**config.mk**
```make
export PLATFORM = sky130hd
export DESIGN_NAME = clk_gate_ctrl
export DESIGN_NICKNAME = d
export VERILOG_FILES = /design/src/rtl/clk_gate_ctrl.sv
export SDC_FILE = /design/constraint.sdc
export NUM_CORES = 1
export LEC_CHECK = 0
export CAP_MARGIN = 15
export CORE_MARGIN = 4
export CORE_UTILIZATION = 40
export CTS_CLUSTER_SIZE = 16
export DETAILED_ROUTE_END_ITERATION = 16
export PLACE_DENSITY = 0.69
export SLEW_MARGIN = 20
export SYNTH_ARGS = -nofsm -noshare
export SYNTH_HDL_FRONTEND = slang
export SYNTH_SLANG_ARGS = --single-unit
export TNS_END_PERCENT = 5
```
**constraint.sdc**
```tcl
create_clock -name clk_i -period 1.85 [get_ports clk_i]
set_input_delay 0.37 -clock clk_i [delete_from_list [all_inputs] [get_ports clk_i]]
set_output_delay 0.37 -clock clk_i [all_outputs]
set_load 0.01 [all_outputs]
```
**src/rtl/clk_gate_ctrl.sv**
```systemverilog
// Clock-gate enable controller: wakes a shared gated clock on request or activity,
// grants requesters once the clock has settled, and gates it off after an idle hysteresis.
module clk_gate_ctrl #(
    parameter int NUM_REQ     = 4,
    parameter int WAKE_CYCLES = 2,
    parameter int IDLE_CYCLES = 16
) (
    input  logic               clk_i,
    input  logic               arst_i,
    input  logic [NUM_REQ-1:0] req_i,
    input  logic               busy_i,
    output logic [NUM_REQ-1:0] ack_o,
    output logic               gate_en_o,
    output logic [1:0]         state_o,
    output logic [15:0]        wake_cnt_o
);

    localparam int MAX_CYC = (WAKE_CYCLES > IDLE_CYCLES) ? WAKE_CYCLES : IDLE_CYCLES;
    localparam int CNT_W   = $clog2(MAX_CYC + 1);
    localparam logic [CNT_W-1:0] WAKE_LOAD = CNT_W'(WAKE_CYCLES - 1);
    localparam logic [CNT_W-1:0] IDLE_LOAD = CNT_W'(IDLE_CYCLES - 1);

    typedef enum logic [1:0] {
        OFF   = 2'd0,
        WAKE  = 2'd1,
        ON    = 2'd2,
        DRAIN = 2'd3
    } state_t;

    state_t           state_q;
    logic [CNT_W-1:0] cnt_q;
    logic [15:0]      wake_cnt_q;
    logic             activity;

    assign activity = (|req_i) | busy_i;

    // NOTE: every register, including the gate enable, is cleared asynchronously so the
    // clock gate closes the instant arst_i rises; state uses non-blocking updates only.
    always_ff @(posedge clk_i or posedge arst_i) begin
        if (arst_i) begin
            state_q    <= OFF;
            cnt_q      <= '0;
            gate_en_o  <= 1'b0;
            wake_cnt_q <= '0;
        end else begin
            case (state_q)
                OFF: begin
                    if (activity) begin
                        state_q   <= WAKE;
                        cnt_q     <= WAKE_LOAD;
                        gate_en_o <= 1'b1;
                        if (wake_cnt_q != 16'hFFFF)
                            wake_cnt_q <= wake_cnt_q + 16'd1;
                    end
                end
                // WAKE always runs to completion so the gate sampler sees a settled enable.
                WAKE: begin
                    if (cnt_q == '0)
                        state_q <= ON;
                    else
                        cnt_q <= cnt_q - 1'b1;
                end
                ON: begin
                    if (!activity) begin
                        state_q <= DRAIN;
                        cnt_q   <= IDLE_LOAD;
                    end
                end
                DRAIN: begin
                    if (activity) begin
                        state_q <= ON;
                    end else if (cnt_q == '0) begin
                        state_q   <= OFF;
                        gate_en_o <= 1'b0;
                    end else begin
                        cnt_q <= cnt_q - 1'b1;
                    end
                end
                default: state_q <= OFF;
            endcase
        end
    end

    // All requesters share one clock, so every requesting bit is granted together.
    assign ack_o      = {NUM_REQ{state_q == ON}} & req_i;
    assign state_o    = state_q;
    assign wake_cnt_o = wake_cnt_q;

endmodule

```
---- Word level (Yosys, flattened, before mapping) ----
Cells that the tools add are included.
W data, S select, Z words.
storage, ports and cells
  input bits .............................. 7
  output and inout port bits .............. 23
  logic and storage cells ................. 41
  bits in registers ....................... 24
operators by class
  add/subtract/negate cells ............... 2
  bitwise gates (word level) .............. 2
  multiplexer cells ....................... 15
  eq/ne operators ......................... 10
  reduce and logical (&&, ||, !) cells .... 8
operators by type and width
  kind                     number
  $mux W5                  4
  $pmux W5 S4              1
  $add A16 B1 Y16 const B  1
  $ne A16 B16 Y1 const B   1
  $mux W2                  5
  $ne A2 B2 Y1 const B     5
  $pmux W2 S4              1
  $reduce_and A4 Y1        2
  $reduce_and A3 Y1        2
  $logic_not A5 Y1         1
  $sub A5 B1 Y5 const B    1
  $and A4 B4 Y4            1
  $eq A2 B2 Y1 const B     2
  $reduce_or A4 Y1         1
  $mux W1                  3
  $ne A3 B3 Y1 const B     1
  $eq A2 B1 Y1 const B     1
  $logic_not A2 Y1         1
  $pmux W1 S2              1
  $reduce_bool A2 Y1       1
  $or A1 B1 Y1             1

---- Logic depth before layout (Yosys ltp) ----
Gate-level depths: netlist of the first run.
  depth in word-level cells ............... 4
  gate-level depth with buffers ........... 7
  mapped depth without buffers ............ 7

---- Least setup slack after synthesis of the first run ----
Ideal clock, no wire load.
  path type ............................... register to register
  start ................................... register cnt_q[0]
  end ..................................... register cnt_q[2]
  required time ........................... 1.729 ns
  data arrival time ....................... 1.839 ns
  path buffers ............................ 0
  path slack .............................. -0.110 ns
  cell stages (with the launch flop) ...... 8
  cells stage by stage .................... dfrtp_1 inv_1 ha_1 or3b_2 or3b_1 o311ai_4 a21oi_2 o22a_1
between the ends
  cells in the longest elaborated chain, start to end .. 4
ends and longest elaborated chain
  what                                                      RTL line  RTL
  start: declaration                                        31        logic [CNT_W-1:0] cnt_q;
  start signal: assignment                                  61        cnt_q <= cnt_q - 1'b1;
  start signal: assignment                                  76        cnt_q <= cnt_q - 1'b1;
  $sub A5 B1 Y5 / $logic_not A5 Y1 (equally long branches)  n/a
  $mux W5 *                                                 58, 72
  $mux W5                                                   70        if (activity) begin
  $pmux W5 S4 *                                             46        case (state_q)
Every way passes the cells marked *; elsewhere a longest branch is shown, timed or not. The select of a mux whose other input is x is not followed.
A chain may end at the register's enable or synchronous reset.

---- Worst setup path in the final report of the first run ----
Same ends and word-level chain as after synthesis.

==> impl_metrics.toml, run 1 <==
[outcome]
status = "finished with violations"
failed_checks = "setup timing"

[timing]
rsz0062_at_grt = "true"
worst_pin_slew_ns = 0.474
fin_skew_ns = 0.00499
finalWorstSetupSlack_ns = -0.113
setup_viol_count_final = 5
slew_viol_final = 0
fin_crit_sh = 1.06
period_needed_ns = 1.96
finalHoldViolCount = 0
max_freq_mhz = 509
max-slew-margin-rel = 0.682

[clock_network]
htree_levels = 1
ctsLongestPathBuffers = 2
cts_hold_buf = 0
path_clk_slew_ns = 0.12
clkLatencyLatePin_ns = 0.31
clkSinkCount = 24
cts_buffers = 3
cts_root_buffer = "clkbuf_4"
cts_tree = "yes"

[global_routing]
antenna_found_initial = 0
grt_pass1_wl_um = 4720
grt_pass1_vias = 1049
grt_overflow = 0
grt_max_degree = 25
grt_use_total = 0.144

[layout]
post_route_cells_drive_above_1_share = 0.303
fin_nets = 189
multi_input_comb_area_um2 = 641
final_cells = 209
seq_area_um2 = 602
stdcell_area_um2 = 1830
utilization = 0.647
fillerInstances = 242
num_antenna_cells = 0
syn_to_final_growth_pct = 49.7

[floorplan]
die_area_um2 = 4000
die_h_um = 63.3
initial_utilization = 0.432
io_pins = 30
rows = 19
die_x_um = 63.3
core_um2 = 2830

[synthesis]
syn-mean-instance-area_um2 = 10.4
yosysSeqAreaShare = 0.491
netlist_area_um2 = 1220
ys_types = 34
syn_inst = 118
synth-warning-count = 0
synth-seq-cells = 24
syn_nets = 127

[critical_path]
r2r_cells = 8
cp_max_fo = 7
path_class = "flip-flop to flip-flop"
cp-start-kind = "flip-flop"
r2r_slack_ns = -0.11
crit_arrival_ns = 2.17
end_kind = "flip-flop"
worstPathRequired_ns = 2.06

[placement]
gp_congestion = 0.810
io_buffers = 29
dp_hpwl_um = 2120
placed_area_um2 = 1720
dp_cells = 199

[power]
power_density_nw_per_um2 = 488
ir_worst_vdd_uv = 502
power_leakage_nw = 0.818

[run]
maxCapViolCount = 0

[min_path]
hold_class = "input port to async pin"

[route]
drt_first_pass_iters = 4
post_drt_wl_per_cell_um = 13.7
route.antenna.remaining_nets = 0
drtIter0Drc = 66
viasPerCell = 5.10
drc = 0
wl_um = 2870
vias = 1066
==> routing by layer <==
layer | share of wire | vias to the layer above | GRT usage
met2 | 0.51 | 12 | 0.246
met4 | 0.0049 | 0 | 0.0296
li1 | - | 530 | -
met1 | 0.47 | 522 | 0.182
met5 | 0 | - | 0
met3 | 0.023 | 2 | 0.0373
==> worst max-delay path, cell delays in order (launching register included) <==
cell and delay [ns]:
dfrtp_1 0.41, inv_2 0.08, ha_4 0.13, or3b_4 0.37, or3b_4 0.44, o311ai_4 0.08, buf_6 0.17, a21oi_2 0.04
o22a_1 0.15
==> path summary, 6_finish.rpt <==
kind / startpoint / to
worst max-delay path: cnt_q[0] / cnt_q[2]
worst min-delay path: arst_i / cnt_q[3]
worst max register to register: cnt_q[0] / cnt_q[2]
worst min register to register: wake_cnt_o[7] / wake_cnt_o[7]
max in group asynchronous: arst_i / state_o[0]
min in group clk_i: wake_cnt_o[7] / wake_cnt_o[7]
==> layout make-up <==
class / instances / area share
timing repair buffer: 58 / 0.275
multi-input combinational: 87 / 0.350
inverter: 6 / 0.0123
sequential: 24 / 0.329
clock buffer: 3 / 0.0123
tap: 31 / 0.0212
==> layout by cell type, fill, tap and decap left out, drive strengths merged, types with 2 or more instances in the layout <==
cell type,count
buf,29
xnor2,11
xor2,4
o311ai,2
nand3,7
a21oi,6
nor2b,4
inv,6
nor2,8
nor3,3
ha,2
dlygate4sd2,9
mux2,2
or3b,3
and2,5
nand4,5
clkdlybuf4s50,20
nand2,9
dfrtp,24
o21ai,5
clkbuf,3
==> stage by stage <==
step	TNS (ns)	total power, mW	setup WS [ns]	hold slack (ns)
2_1_floorplan	0	0.616	0.00750	0.385
3_3_place_gp	-8.41	0.679	-0.436	0.476
3_5_place_dp	-8.91	0.681	-0.490	0.473
4_1_cts	-0.133	0.904	-0.0900	0.394
5_1_grt	-0.585	0.946	-0.158	0.420
6_report	-0.241	0.893	-0.113	0.393
==> cell usage after synthesis, drive strengths merged <==
| master | n | area (um^2) |
|---|---|---|
| dfrtp | 24 | 601 |
| xnor2 | 11 | 96.3 |
| nand2 | 9 | 33.8 |
| nor2 | 8 | 30.0 |
| nand3 | 7 | 35.0 |
| a21oi | 6 | 33.8 |
| inv | 6 | 22.5 |
| and2 | 5 | 32.5 |
| nand4 | 5 | 31.3 |
| o21ai | 5 | 25.0 |
| nor2b | 4 | 25.0 |
| xor2 | 4 | 35.0 |
| nor3 | 3 | 20.0 |
| or3b | 3 | 26.3 |
| ha | 2 | 25.0 |
| mux2 | 2 | 22.5 |
| o311ai | 2 | 35.0 |
| a211oi | 1 | 7.51 |
| a21bo | 1 | 10.0 |
| a31oi | 1 | 6.26 |
| and2b | 1 | 7.51 |
| and3 | 1 | 6.26 |
| and4 | 1 | 8.76 |
| buf | 1 | 5.00 |
| nand2b | 1 | 6.26 |
| nor4 | 1 | 6.26 |
| o22a | 1 | 8.76 |
| or2 | 1 | 8.76 |
| or4 | 1 | 11.3 |
==> state kept, by name, indices dropped and copies added (netlist names) <==
name,count
wake_cnt_o,16
state_o,2
gate_en_o,1
cnt_q,5
==> power breakdown <==
| part | internal, mW | switching [mW] | leakage [nW] | total, mW |
|---|---|---|---|---|
| Clock | 0.0760 | 0.146 | 0.0138 | 0.222 |
| Sequential | 0.545 | 0.0206 | 0.308 | 0.565 |
| Combinational | 0.0588 | 0.0462 | 0.496 | 0.105 |
==> repair_timing <==
action                                  in CTS  in global routing
cloned                                       0                  0
setup buffers                                3                  4
gates resized for setup                     20                  6
pin swaps                                    4                  3
endpoints found under the setup margin      23                 13
==> kinds of logic (layout without fill, tap and decap cells) <==
logic type	Yosys count	in the layout	synth area share
mux	2	2	0.0184
flops	24	24	0.491
compound gates	17	17	0.103
fa+ha+maj	2	2	0.0205
xor+xnor	15	15	0.107
simple gates	51	51	0.236
buf+inv	7	67	0.0225
Note: power is estimated with default switching activity, not from simulation.
==> run 2: changes to the inputs <==
Settings changed: CORE_MARGIN 4 to 2.
==> run 2 against run 1 <==
Effect of this change:
- the flow still finishes with violations (setup timing)
- hold slack got worse by 0.0026 ns
- sequential power about the same
- core utilization decreased by 2.9 points
- global-route usage increased by 1.7 points
- register-to-register slack about the same
- final cell count increased by 1.4%
- sequential share of layout area decreased by 0.27 points
- combinational power about the same
- non-clock buffer count unchanged
- flip-flop and latch count unchanged
- first-iteration DRC count decreased by 58%
- die area decreased by 12%
==> impl_metrics.toml, run 2 (synthesis results as in run 1) <==
[layout]
utilization = 0.618
largest_reg_flops = 16
stdcell_area_um2 = 1840
fin_nets = 189
post_route_cells_drive_above_1_share = 0.279
mostFrequentLayoutCell = "buf_4"
final_cell_mix = "28 x buf_4, 24 x dfrtp_1, 21 x clkdlybuf4s50_1, 11 x xnor2_1, 9 x nand2_1"
final_cells = 212
num_antenna_cells = 0
syn_to_final_growth_pct = 50.7

[route]
drtIter0Drc = 28
wl_um = 2760
drt_first_pass_iters = 5
drc = 0
vias = 1087
viasPerCell = 5.13
route.antenna.remaining_nets = 0
post_drt_wl_per_cell_um = 13.0

[power]
p_total_mw = 0.944
ir_worst_vdd_uv = 342
power_density_nw_per_um2 = 512
power_leakage_nw = 0.843

[floorplan]
die_x_um = 59.3
die_h_um = 59.3
core_um2 = 2980
io_pins = 30
die_area_um2 = 3510
initial_utilization = 0.411
rows = 20

[clock_network]
cts_buffers = 3
ctsLongestPathBuffers = 2
cts_root_buffer = "clkbuf_4"
clkSinkCount = 24
clkLatencyLatePin_ns = 0.31
path_clk_slew_ns = 0.13
htree_levels = 1
cts_tree = "yes"

[timing]
finalHoldViolCount = 0
worst_pin_slew_ns = 0.471
slew_viol_final = 0
finalWorstSetupSlack_ns = -0.109
max_freq_mhz = 511
period_needed_ns = 1.96
rsz0062_at_grt = "true"
fin_skew_ns = 0.0109
holdWs_ns = 0.390
fin_crit_sh = 1.06
max-slew-margin-rel = 0.684
setup_viol_count_final = 8
tns_ns = -0.432

[global_routing]
grt_pass1_vias = 996
grt_max_degree = 25
grt_overflow = 0
grt_use_total = 0.160
antenna_found_initial = 0
grt_pass1_wl_um = 4350

[outcome]
status = "finished with violations"
failed_checks = "setup timing"

[critical_path]
path_class = "flip-flop to flip-flop"
crit_arrival_ns = 2.16
r2r_slack_ns = -0.11
timing.rr.end = "cnt_q[2]"
cp_max_fo = 7
end_kind = "flip-flop"
worstReg2RegStart = "cnt_q[1]"
cp-start-kind = "flip-flop"
worstPathRequired_ns = 2.06
r2r_cells = 8

[placement]
dp_hpwl_um = 1950
gp_congestion = 0.746
io_buffers = 29
dp_slack_ns = -0.465
dp_cells = 200
placed_area_um2 = 1710

[run]
maxCapViolCount = 0

[min_path]
hold_class = "input port to async pin"
## run 2: cell types whose count changed in the layout (fill, tap and decap cells not counted), sizes merged
cell	delta
dlymetal6s2s	+3
clkdlybuf4s50	+1
clkbuf	+1
dlygate4sd2	-4
## run 2: metal layers
| layer | routed length [um] | track usage | vias up |
|---|---|---|---|
| li1 | - | - | 535 |
| met1 | 1180 | 0.205 | 528 |
| met2 | 1490 | 0.276 | 22 |
| met3 | 69 | 0.0328 | 2 |
| met4 | 23 | 0.0390 | 0 |
| met5 | 0 | 0 | - |
## run 2: worst max path at each step
stage                     depth (start not counted)        to      from
after global placement                            6  cnt_q[2]  req_i[1]
after global routing                              8  cnt_q[2]  cnt_q[1]
after detailed placement                          6  cnt_q[0]  req_i[1]
after CTS                                         6  cnt_q[0]  req_i[1]
final                                             8  cnt_q[2]  cnt_q[1]
after floorplan                                   7  cnt_q[2]  cnt_q[0]
## run 2: final cells by class
type / instances / area [um^2]
inverter: 6 / 22.5
tap: 33 / 41.3
multi-input combinational: 87 / 628
fill: 269 / 1140
clock buffer: 4 / 36.3
timing repair buffer: 58 / 513
sequential: 24 / 601
## run 2: power breakdown
group / internal [mW] / switching, mW / total, mW
Combinational: 0.0599 / 0.0477 / 0.108
Sequential: 0.545 / 0.0193 / 0.564
Clock: 0.120 / 0.152 / 0.272
Total: 0.725 / 0.219 / 0.944
## run 2: worst max-delay path, cell delays in order, from the launching register on
cell	delay, ns
dfrtp_1	0.42
inv_2	0.08
ha_4	0.12
or3b_4	0.37
or3b_4	0.43
o311ai_4	0.08
buf_6	0.16
a21oi_2	0.03
o22a_1	0.15
## run 2: what timing repair did
item                       4_1_cts  5_1_grt
hold buffers                     0        0
pin swaps                        1        5
setup endpoints to repair       21       25
buffers inserted                 2        6
resized for setup                7       11
cloned                           0        0
